## src/rtl/mtimer_periph_if.sv

```systemverilog
// Data-bus connection between the core's load/store port and the machine timer.
// The core side drives the strobes; the timer returns read data and an error pulse.
interface mtimer_periph_if;
    logic [31:0] addr;
    logic [31:0] wdata;
    logic [31:0] rdata;
    logic        read_en;
    logic        write_en;
    logic [1:0]  width;
    logic        err;

    modport master (output addr, wdata, read_en, write_en, width, input rdata, err);
    modport slave  (input addr, wdata, read_en, write_en, width, output rdata, err);
endinterface

```

## src/rtl/mtimer_periph.sv

```systemverilog
// RISC-V machine timer: prescaled 64-bit mtime, 64-bit mtimecmp, registered level interrupt.
// Reads are combinational so rdata can be OR-ed onto the core's load data.
module mtimer_periph #(
    parameter logic [31:0] BASE_ADDR = 32'h0200_0000,
    parameter int          PRESC_W   = 8
) (
    input  logic           clk,
    input  logic           reset,
    mtimer_periph_if.slave bus,
    output logic           timer_irq
);
    localparam logic [2:0] IDX_MTIME_LO = 3'd0;
    localparam logic [2:0] IDX_MTIME_HI = 3'd1;
    localparam logic [2:0] IDX_CMP_LO   = 3'd2;
    localparam logic [2:0] IDX_CMP_HI   = 3'd3;
    localparam logic [2:0] IDX_CTRL     = 3'd4;
    localparam logic [2:0] IDX_SNAP     = 3'd5;

    logic [63:0]        mtime, mtime_next;
    logic [63:0]        mtimecmp, mtimecmp_next;
    logic               en, en_next;
    logic [PRESC_W-1:0] presc, presc_next;
    logic [PRESC_W-1:0] presc_cnt, presc_cnt_next;
    logic [31:0]        snap;
    logic               err;
    logic               irq_next;

    logic               sel, misalign, rd_ok, wr_ok, err_next, snap_load, tick, mtime_wr;
    logic [2:0]         widx;
    logic [1:0]         boff;
    logic [31:0]        ctrl_word, reg_word, wdata_rep, wbits;

    function automatic logic [3:0] lane_mask(input logic [1:0] width, input logic [1:0] off);
        case (width)
            2'd0:    lane_mask = 4'b0001 << off;
            2'd1:    lane_mask = 4'b0011 << off;
            default: lane_mask = 4'b1111;
        endcase
    endfunction

    function automatic logic [31:0] lane_data(input logic [1:0] width, input logic [31:0] d);
        case (width)
            2'd0:    lane_data = {4{d[7:0]}};
            2'd1:    lane_data = {2{d[15:0]}};
            default: lane_data = d;
        endcase
    endfunction

    function automatic logic [31:0] lane_bits(input logic [3:0] m);
        lane_bits = {{8{m[3]}}, {8{m[2]}}, {8{m[1]}}, {8{m[0]}}};
    endfunction

    function automatic logic [31:0] merge(input logic [31:0] old, input logic [31:0] d,
                                          input logic [31:0] bits);
        merge = (old & ~bits) | (d & bits);
    endfunction

    function automatic logic [31:0] read_align(input logic [31:0] word, input logic [1:0] width,
                                               input logic [1:0] off);
        logic [31:0] shifted;
        shifted = word >> {off, 3'b000};
        case (width)
            2'd0:    read_align = {24'h0, shifted[7:0]};
            2'd1:    read_align = {16'h0, shifted[15:0]};
            default: read_align = shifted;
        endcase
    endfunction

    assign sel  = (bus.addr[31:5] == BASE_ADDR[31:5]);
    assign widx = bus.addr[4:2];
    assign boff = bus.addr[1:0];

    always_comb begin
        case (bus.width)
            2'd0:    misalign = 1'b0;
            2'd1:    misalign = boff[0];
            2'd2:    misalign = (boff != 2'b00);
            default: misalign = 1'b1;
        endcase
    end

    assign rd_ok     = sel && bus.read_en && !misalign;
    assign wr_ok     = sel && bus.write_en && !misalign;
    assign err_next  = sel && (bus.read_en || bus.write_en) && misalign;
    assign snap_load = rd_ok && (widx == IDX_MTIME_LO);
    assign wdata_rep = lane_data(bus.width, bus.wdata);
    assign wbits     = wr_ok ? lane_bits(lane_mask(bus.width, boff)) : 32'h0;
    assign tick      = en && (presc_cnt == presc);
    assign mtime_wr  = wr_ok && ((widx == IDX_MTIME_LO) || (widx == IDX_MTIME_HI));

    always_comb begin
        ctrl_word = '0;
        ctrl_word[0] = en;
        ctrl_word[8 +: PRESC_W] = presc;
    end

    always_comb begin
        case (widx)
            IDX_MTIME_LO: reg_word = mtime[31:0];
            IDX_MTIME_HI: reg_word = mtime[63:32];
            IDX_CMP_LO:   reg_word = mtimecmp[31:0];
            IDX_CMP_HI:   reg_word = mtimecmp[63:32];
            IDX_CTRL:     reg_word = ctrl_word;
            IDX_SNAP:     reg_word = snap;
            default:      reg_word = '0;
        endcase
    end

    // Reads see the pre-edge state, so a simultaneous write still returns the old value.
    assign bus.rdata = rd_ok ? read_align(reg_word, bus.width, boff) : 32'h0;
    assign bus.err   = err;

    always_comb begin
        mtime_next     = mtime;
        mtimecmp_next  = mtimecmp;
        en_next        = en;
        presc_next     = presc;
        presc_cnt_next = presc_cnt;
        if (en) presc_cnt_next = tick ? '0 : presc_cnt + 1'b1;
        // A write to either mtime half suppresses the tick for all 64 bits (no carry leak).
        if (tick && !mtime_wr) mtime_next = mtime + 64'd1;
        if (wr_ok) begin
            case (widx)
                IDX_MTIME_LO: mtime_next[31:0]     = merge(mtime[31:0], wdata_rep, wbits);
                IDX_MTIME_HI: mtime_next[63:32]    = merge(mtime[63:32], wdata_rep, wbits);
                IDX_CMP_LO:   mtimecmp_next[31:0]  = merge(mtimecmp[31:0], wdata_rep, wbits);
                IDX_CMP_HI:   mtimecmp_next[63:32] = merge(mtimecmp[63:32], wdata_rep, wbits);
                IDX_CTRL: begin
                    en_next        = wbits[0] ? wdata_rep[0] : en;
                    presc_next     = (presc & ~wbits[8 +: PRESC_W]) |
                                     (wdata_rep[8 +: PRESC_W] & wbits[8 +: PRESC_W]);
                    presc_cnt_next = '0;
                end
                default: ;
            endcase
        end
        irq_next = (mtime_next >= mtimecmp_next);
    end

    always_ff @(posedge clk or negedge reset) begin
        if (!reset) begin
            mtime     <= 64'h0;
            mtimecmp  <= 64'hFFFF_FFFF_FFFF_FFFF;
            en        <= 1'b1;
            presc     <= '0;
            presc_cnt <= '0;
            snap      <= 32'h0;
            timer_irq <= 1'b0;
            err       <= 1'b0;
        end else begin
            mtime     <= mtime_next;
            mtimecmp  <= mtimecmp_next;
            en        <= en_next;
            presc     <= presc_next;
            presc_cnt <= presc_cnt_next;
            if (snap_load) snap <= mtime[63:32];
            timer_irq <= irq_next;
            err       <= err_next;
        end
    end
endmodule

```

## src/flat_wrapper.sv

```systemverilog
// flat-port wrapper written by rule: the top's interface ports become plain ports
module mtimer_periph_flat 
#(
    parameter logic [31:0] BASE_ADDR = 32'h0200_0000,
    parameter int          PRESC_W   = 8
)
  (clk, reset, timer_irq, bus_addr, bus_wdata, bus_read_en, bus_write_en, bus_width, bus_rdata, bus_err);
  mtimer_periph_if bus_i ();
  input  logic clk;
  input  logic reset;
  output logic timer_irq;
  input wire logic [$bits(bus_i.addr)-1:0] bus_addr;
  input wire logic [$bits(bus_i.wdata)-1:0] bus_wdata;
  input wire logic [$bits(bus_i.read_en)-1:0] bus_read_en;
  input wire logic [$bits(bus_i.write_en)-1:0] bus_write_en;
  input wire logic [$bits(bus_i.width)-1:0] bus_width;
  output wire logic [$bits(bus_i.rdata)-1:0] bus_rdata;
  output wire logic [$bits(bus_i.err)-1:0] bus_err;
  assign bus_i.addr = bus_addr;
  assign bus_i.wdata = bus_wdata;
  assign bus_i.read_en = bus_read_en;
  assign bus_i.write_en = bus_write_en;
  assign bus_i.width = bus_width;
  assign bus_rdata = bus_i.rdata;
  assign bus_err = bus_i.err;
  mtimer_periph #(.BASE_ADDR(BASE_ADDR), .PRESC_W(PRESC_W)) u_core (.clk(clk), .reset(reset), .bus(bus_i), .timer_irq(timer_irq));
endmodule
```

## config.mk

```make
export PLATFORM = sky130hd
export DESIGN_NAME = mtimer_periph_flat
export DESIGN_NICKNAME = d
export VERILOG_FILES = /design/src/rtl/mtimer_periph_if.sv /design/src/rtl/mtimer_periph.sv /design/src/flat_wrapper.sv
export SDC_FILE = /design/constraint.sdc
export NUM_CORES = 1
export LEC_CHECK = 0
export ABC_AREA = 0
export CAP_MARGIN = 20
export CORE_UTILIZATION = 60
export DETAILED_ROUTE_END_ITERATION = 16
export PLACE_DENSITY = 0.87
export SKIP_CTS_REPAIR_TIMING = 1
export SYNTH_ARGS = -nofsm -noshare
export SYNTH_HDL_FRONTEND = slang
export SYNTH_SLANG_ARGS = --single-unit
```

## constraint.sdc

```tcl
create_clock -name clk -period 5.69 [get_ports clk]
set_input_delay 0.569 -clock clk [delete_from_list [all_inputs] [get_ports clk]]
set_output_delay 0.569 -clock clk [all_outputs]
set_load 0.01 [all_outputs]
```

==> results of run 1 <==
power by group through the flow:
stage	registers, mW	clock network (mW)	logic, mW
6_report	1.27	1.19	0.253
5_1_grt	1.27	1.24	0.262
4_1_cts	1.27	1.19	0.244
3_5_place_dp	1.30	0	0.244
3_3_place_gp	1.30	0	0.241
2_1_floorplan	1.30	0	0.0952
placed cells by master (no fill, tap or decap), types with 37 or more instances in the layout:
cell and count:
sky130_fd_sc_hd__o21ai_0 76, sky130_fd_sc_hd__a22oi_1 39, sky130_fd_sc_hd__nor3_1 37, sky130_fd_sc_hd__buf_4 47, sky130_fd_sc_hd__nand3_1 39, sky130_fd_sc_hd__dfrtp_1 114
sky130_fd_sc_hd__clkdlybuf4s50_1 100, sky130_fd_sc_hd__mux2i_1 55, sky130_fd_sc_hd__ha_1 66, sky130_fd_sc_hd__mux2_2 55, sky130_fd_sc_hd__nor2_1 109, sky130_fd_sc_hd__inv_1 72
sky130_fd_sc_hd__nand4_1 38, sky130_fd_sc_hd__a21oi_1 54, sky130_fd_sc_hd__o21a_1 41, sky130_fd_sc_hd__nand2_1 134, sky130_fd_sc_hd__dfstp_2 65
cell families (layout without fill, tap and decap cells):
kind of cell / count (synthesis) / in the layout / share of synthesized area (%)
simple gates: 487 / 487 / 19.7
compound gates: 356 / 356 / 19.7
flops: 179 / 179 / 36.4
buf+inv: 141 / 256 / 4.45
mux: 126 / 126 / 12.2
fa+ha+maj: 66 / 66 / 6.59
xor+xnor: 14 / 14 / 0.978
worst paths after layout:
path,from,endpoint,slack (ps)
min,reset,u_core.mtime[36]$_DFF_PN0_,160
min reg2reg,u_core.snap[1]$_DFFE_PN0P_,u_core.snap[1]$_DFFE_PN0P_,500
max reg2reg,u_core.mtime[27]$_DFF_PN0_,u_core.timer_irq$_DFF_PN0_,750
min in group clk,u_core.snap[1]$_DFFE_PN0P_,u_core.snap[1]$_DFFE_PN0P_,500
max in group asynchronous,reset,u_core.mtime[59]$_DFF_PN0_,4520
max,bus_addr[29],u_core.timer_irq$_DFF_PN0_,590
worst max-delay path, cell delays in order:
cell	delay [ps]
sky130_fd_sc_hd__clkdlybuf4s50_1	410
sky130_fd_sc_hd__nor4_1	520
sky130_fd_sc_hd__nand3_1	410
sky130_fd_sc_hd__nor4_4	630
sky130_fd_sc_hd__nand2_1	200
sky130_fd_sc_hd__nor2_2	510
sky130_fd_sc_hd__mux2i_1	360
sky130_fd_sc_hd__ha_1	320
sky130_fd_sc_hd__a211oi_1	220
sky130_fd_sc_hd__o211ai_1	120
sky130_fd_sc_hd__a31o_2	240
sky130_fd_sc_hd__a21oi_1	410
sky130_fd_sc_hd__nor3_1	90
sky130_fd_sc_hd__nor4_1	240
sky130_fd_sc_hd__o21ai_0	150
layer usage:
| metal | vias to the layer above | share of wire (%) | routed length (µm) |
|---|---|---|---|
| met4 | 6 | 5.3 | 2530 |
| li1 | 5361 | - | - |
| met3 | 210 | 14 | 6570 |
| met1 | 5902 | 39 | 18400 |
| met5 | - | 0.071 | 34 |
| met2 | 939 | 42 | 20200 |
cell type report:
type | count | area (µm²) | share of cell area, %
Clock inverter | 14 | 138 | 0.945
Sequential cell | 179 | 4560 | 31.3
Inverter | 73 | 274 | 1.88
Clock buffer | 18 | 439 | 3.01
Tap cell | 270 | 338 | 2.32
Multi-Input combinational cell | 1049 | 7430 | 51.0
Timing Repair Buffer | 151 | 1400 | 9.57
metrics by stage:
step	hold slack [ps]	area (µm²)	utilization (%)	instances	power, mW
floorplan	273	12500	-	1369	1.39
global placement	463	14000	68.7	1722	1.54
detailed placement	483	14000	68.7	1722	1.54
CTS	178	14600	71.5	1754	2.71
global route	219	14600	71.5	1754	2.77
finish	164	14600	71.5	1754	2.72
sequential cells by signal (all words and copies together) (netlist names), named ones only:
name	flops
u_core.snap	32
u_core.mtime	64
u_core.en	1
u_core.presc_cnt	8
u_core.bus.err	1
u_core.mtimecmp	64
u_core.timer_irq	1
cell usage after synthesis (all sizes together), types with 38 or more instances:
cell	number	area (µm²)
mux2	55	619
ha	66	826
o21ai	76	380
o21a	41	308
dfstp	65	1710
nand2	134	503
a22oi	39	293
nand3	40	205
dfrtp	114	2850
clkbuf	51	191
nor2	110	415
mux2i	55	551
nand4	39	250
inv	72	270
nor3	38	195
a21oi	54	270
==> flow_summary_export.csv, run 1 <==
group,metric,value,unit
status,run_status,"finished clean",
clock_network,htreeDepth,4,
pwr,power_frac_seq,46.8,%
routing,detailroute.via_count,12418,
placement,numPortBuffers,103,
logic_synthesis,synth.avg_cell_area,9.16,µm²
setup_path,arrival,5410,ps
finish,antennaDiodeCount,0,
routing,route.detailed.wl_per_inst,27.2,µm
global_routing,first_pass_grt_wire_length,72100,µm
global_routing,globalRouteOverflowTotal,0,
logic_synthesis,count_of_flip_flops_with_a_built_in_enable_after_synthesis,0,
pwr,static-leakage-power,6.24,nW
timing,worstMarginPinSlew,1030,ps
logic_synthesis,synth_seq_cells,179,
setup_path,worstSetupEndpointType,"flop",
timing,finalMaxSlewViolations,0,
timing,final_hold_violation_count,0,
logic_synthesis,post_synth_num_cell_types,83,
clock_network,clock_insertion_delay_worst_skew,450,ps
pwr,power.share.switching,28.2,%
finish,design.final.nets,1607,
floorplan,floorplan.initialDensity,61.6,%
clock_network,clock_tree_from_tritoncts,"yes",
setup_path,r2r.worst_path.cells,12,
logic_synthesis,primary_flip_flop_cell_chosen_by_synthesis_mapping,"sky130_fd_sc_hd__dfrtp_1",
timing,rsz_0062_raised_after_global_routing,"no",
timing,tns,0,ps
routing,detail_route_antenna_nets,0,
timing,clock.fmax,196,MHz
setup_path,crit_path_max_fanout,8,
routing,avgViaCountPerCell,7.08,
logic_synthesis,synth.yosys.seq_area_share,36.4,%
logic_synthesis,yosysWarningCount,0,
timing,period_needed,5100,ps
timing,fin_crit_sh,89.6,%
finish,drive_above_1_share,16.8,%
pwr,internal-power,1.95,mW
pwr,cellPowerDensity,187,mW/mm²
clock_network,clockRootBuffer,"sky130_fd_sc_hd__clkbuf_16",
setup_path,crit_path_start_kind,"input port",
pwr,clockPowerShare,43.9,%
logic_synthesis,postSynth.asyncResetShare,100,%
floorplan,die_width,147,µm
global_routing,total_grt_usage,45.4,%
global_routing,via_count_of_the_first_global_routing_pass,11789,
routing,detail_route.iter0.violations,1800,
placement,pre_cts_setup_slack,312,ps
floorplan,count_of_pins_on_the_block_boundary,104,
placement,gpl.final_weighted_congestion,1.05,
global_routing,largest_net_degree_at_the_start_of_global_routing,101,
global_routing,groute.layer.met1.usage,60.3,%
setup_path,timing.setup.critical_path_class,"input port to flop",
floorplan,die_h,147,µm
logic_synthesis,postSynthNetCount,1505,
global_routing,gr-usage-met3,14.3,%
finish,fill_cells,1552,
routing,routed_wl,47700,µm
logic_synthesis,cell_area_synth,0.0125,mm²
timing,timing.max_slew.rel_slack,31.0,%
clock_network,cts_buffers,17,
flow_run,cap_violations,0,
timing,setup_viol,0,
timing,finalClockSkew,13.6,ps
routing,post-route-drc-count,0,
clock_network,clock_tree.buffer_depth,2,
clock_network,tritoncts_num_sinks,179,
global_routing,grt_busiest_layer,"met2",
pwr,netSwitchingPower,0.766,mW
pwr,worst_ir_drop_vdd,180,µV
floorplan,fp-row-count,52,
setup_path,required,6000,ps
routing,drt-pass1-iter-count,6,
floorplan,total_die_area,0.0215,mm²
logic_synthesis,syn_inst,1369,
finish,layout-area-overhead-vs-synth,16.2,%
timing,finalWorstSetupSlack,592,ps
min_path,min-delay-path-class,"input port to async pin",
clock_network,clock_transition_at_path_regs,80,ps
pwr,power.combinational.fraction,9.3,%
placement,place_hpwl,36800,µm
global_routing,antenna_found_initial,3,
floorplan,core_area,0.0204,mm²
global_routing,grt_util_met2,67.5,%
No activity file was read; power rests on OpenSTA's default activity.
==> run 2: changes to the inputs <==
Settings changed: SETUP_SLACK_MARGIN set to 0.05.
==> results of run 2 <==
No change in the layout: final DEF, timing and power equal those of run 1.
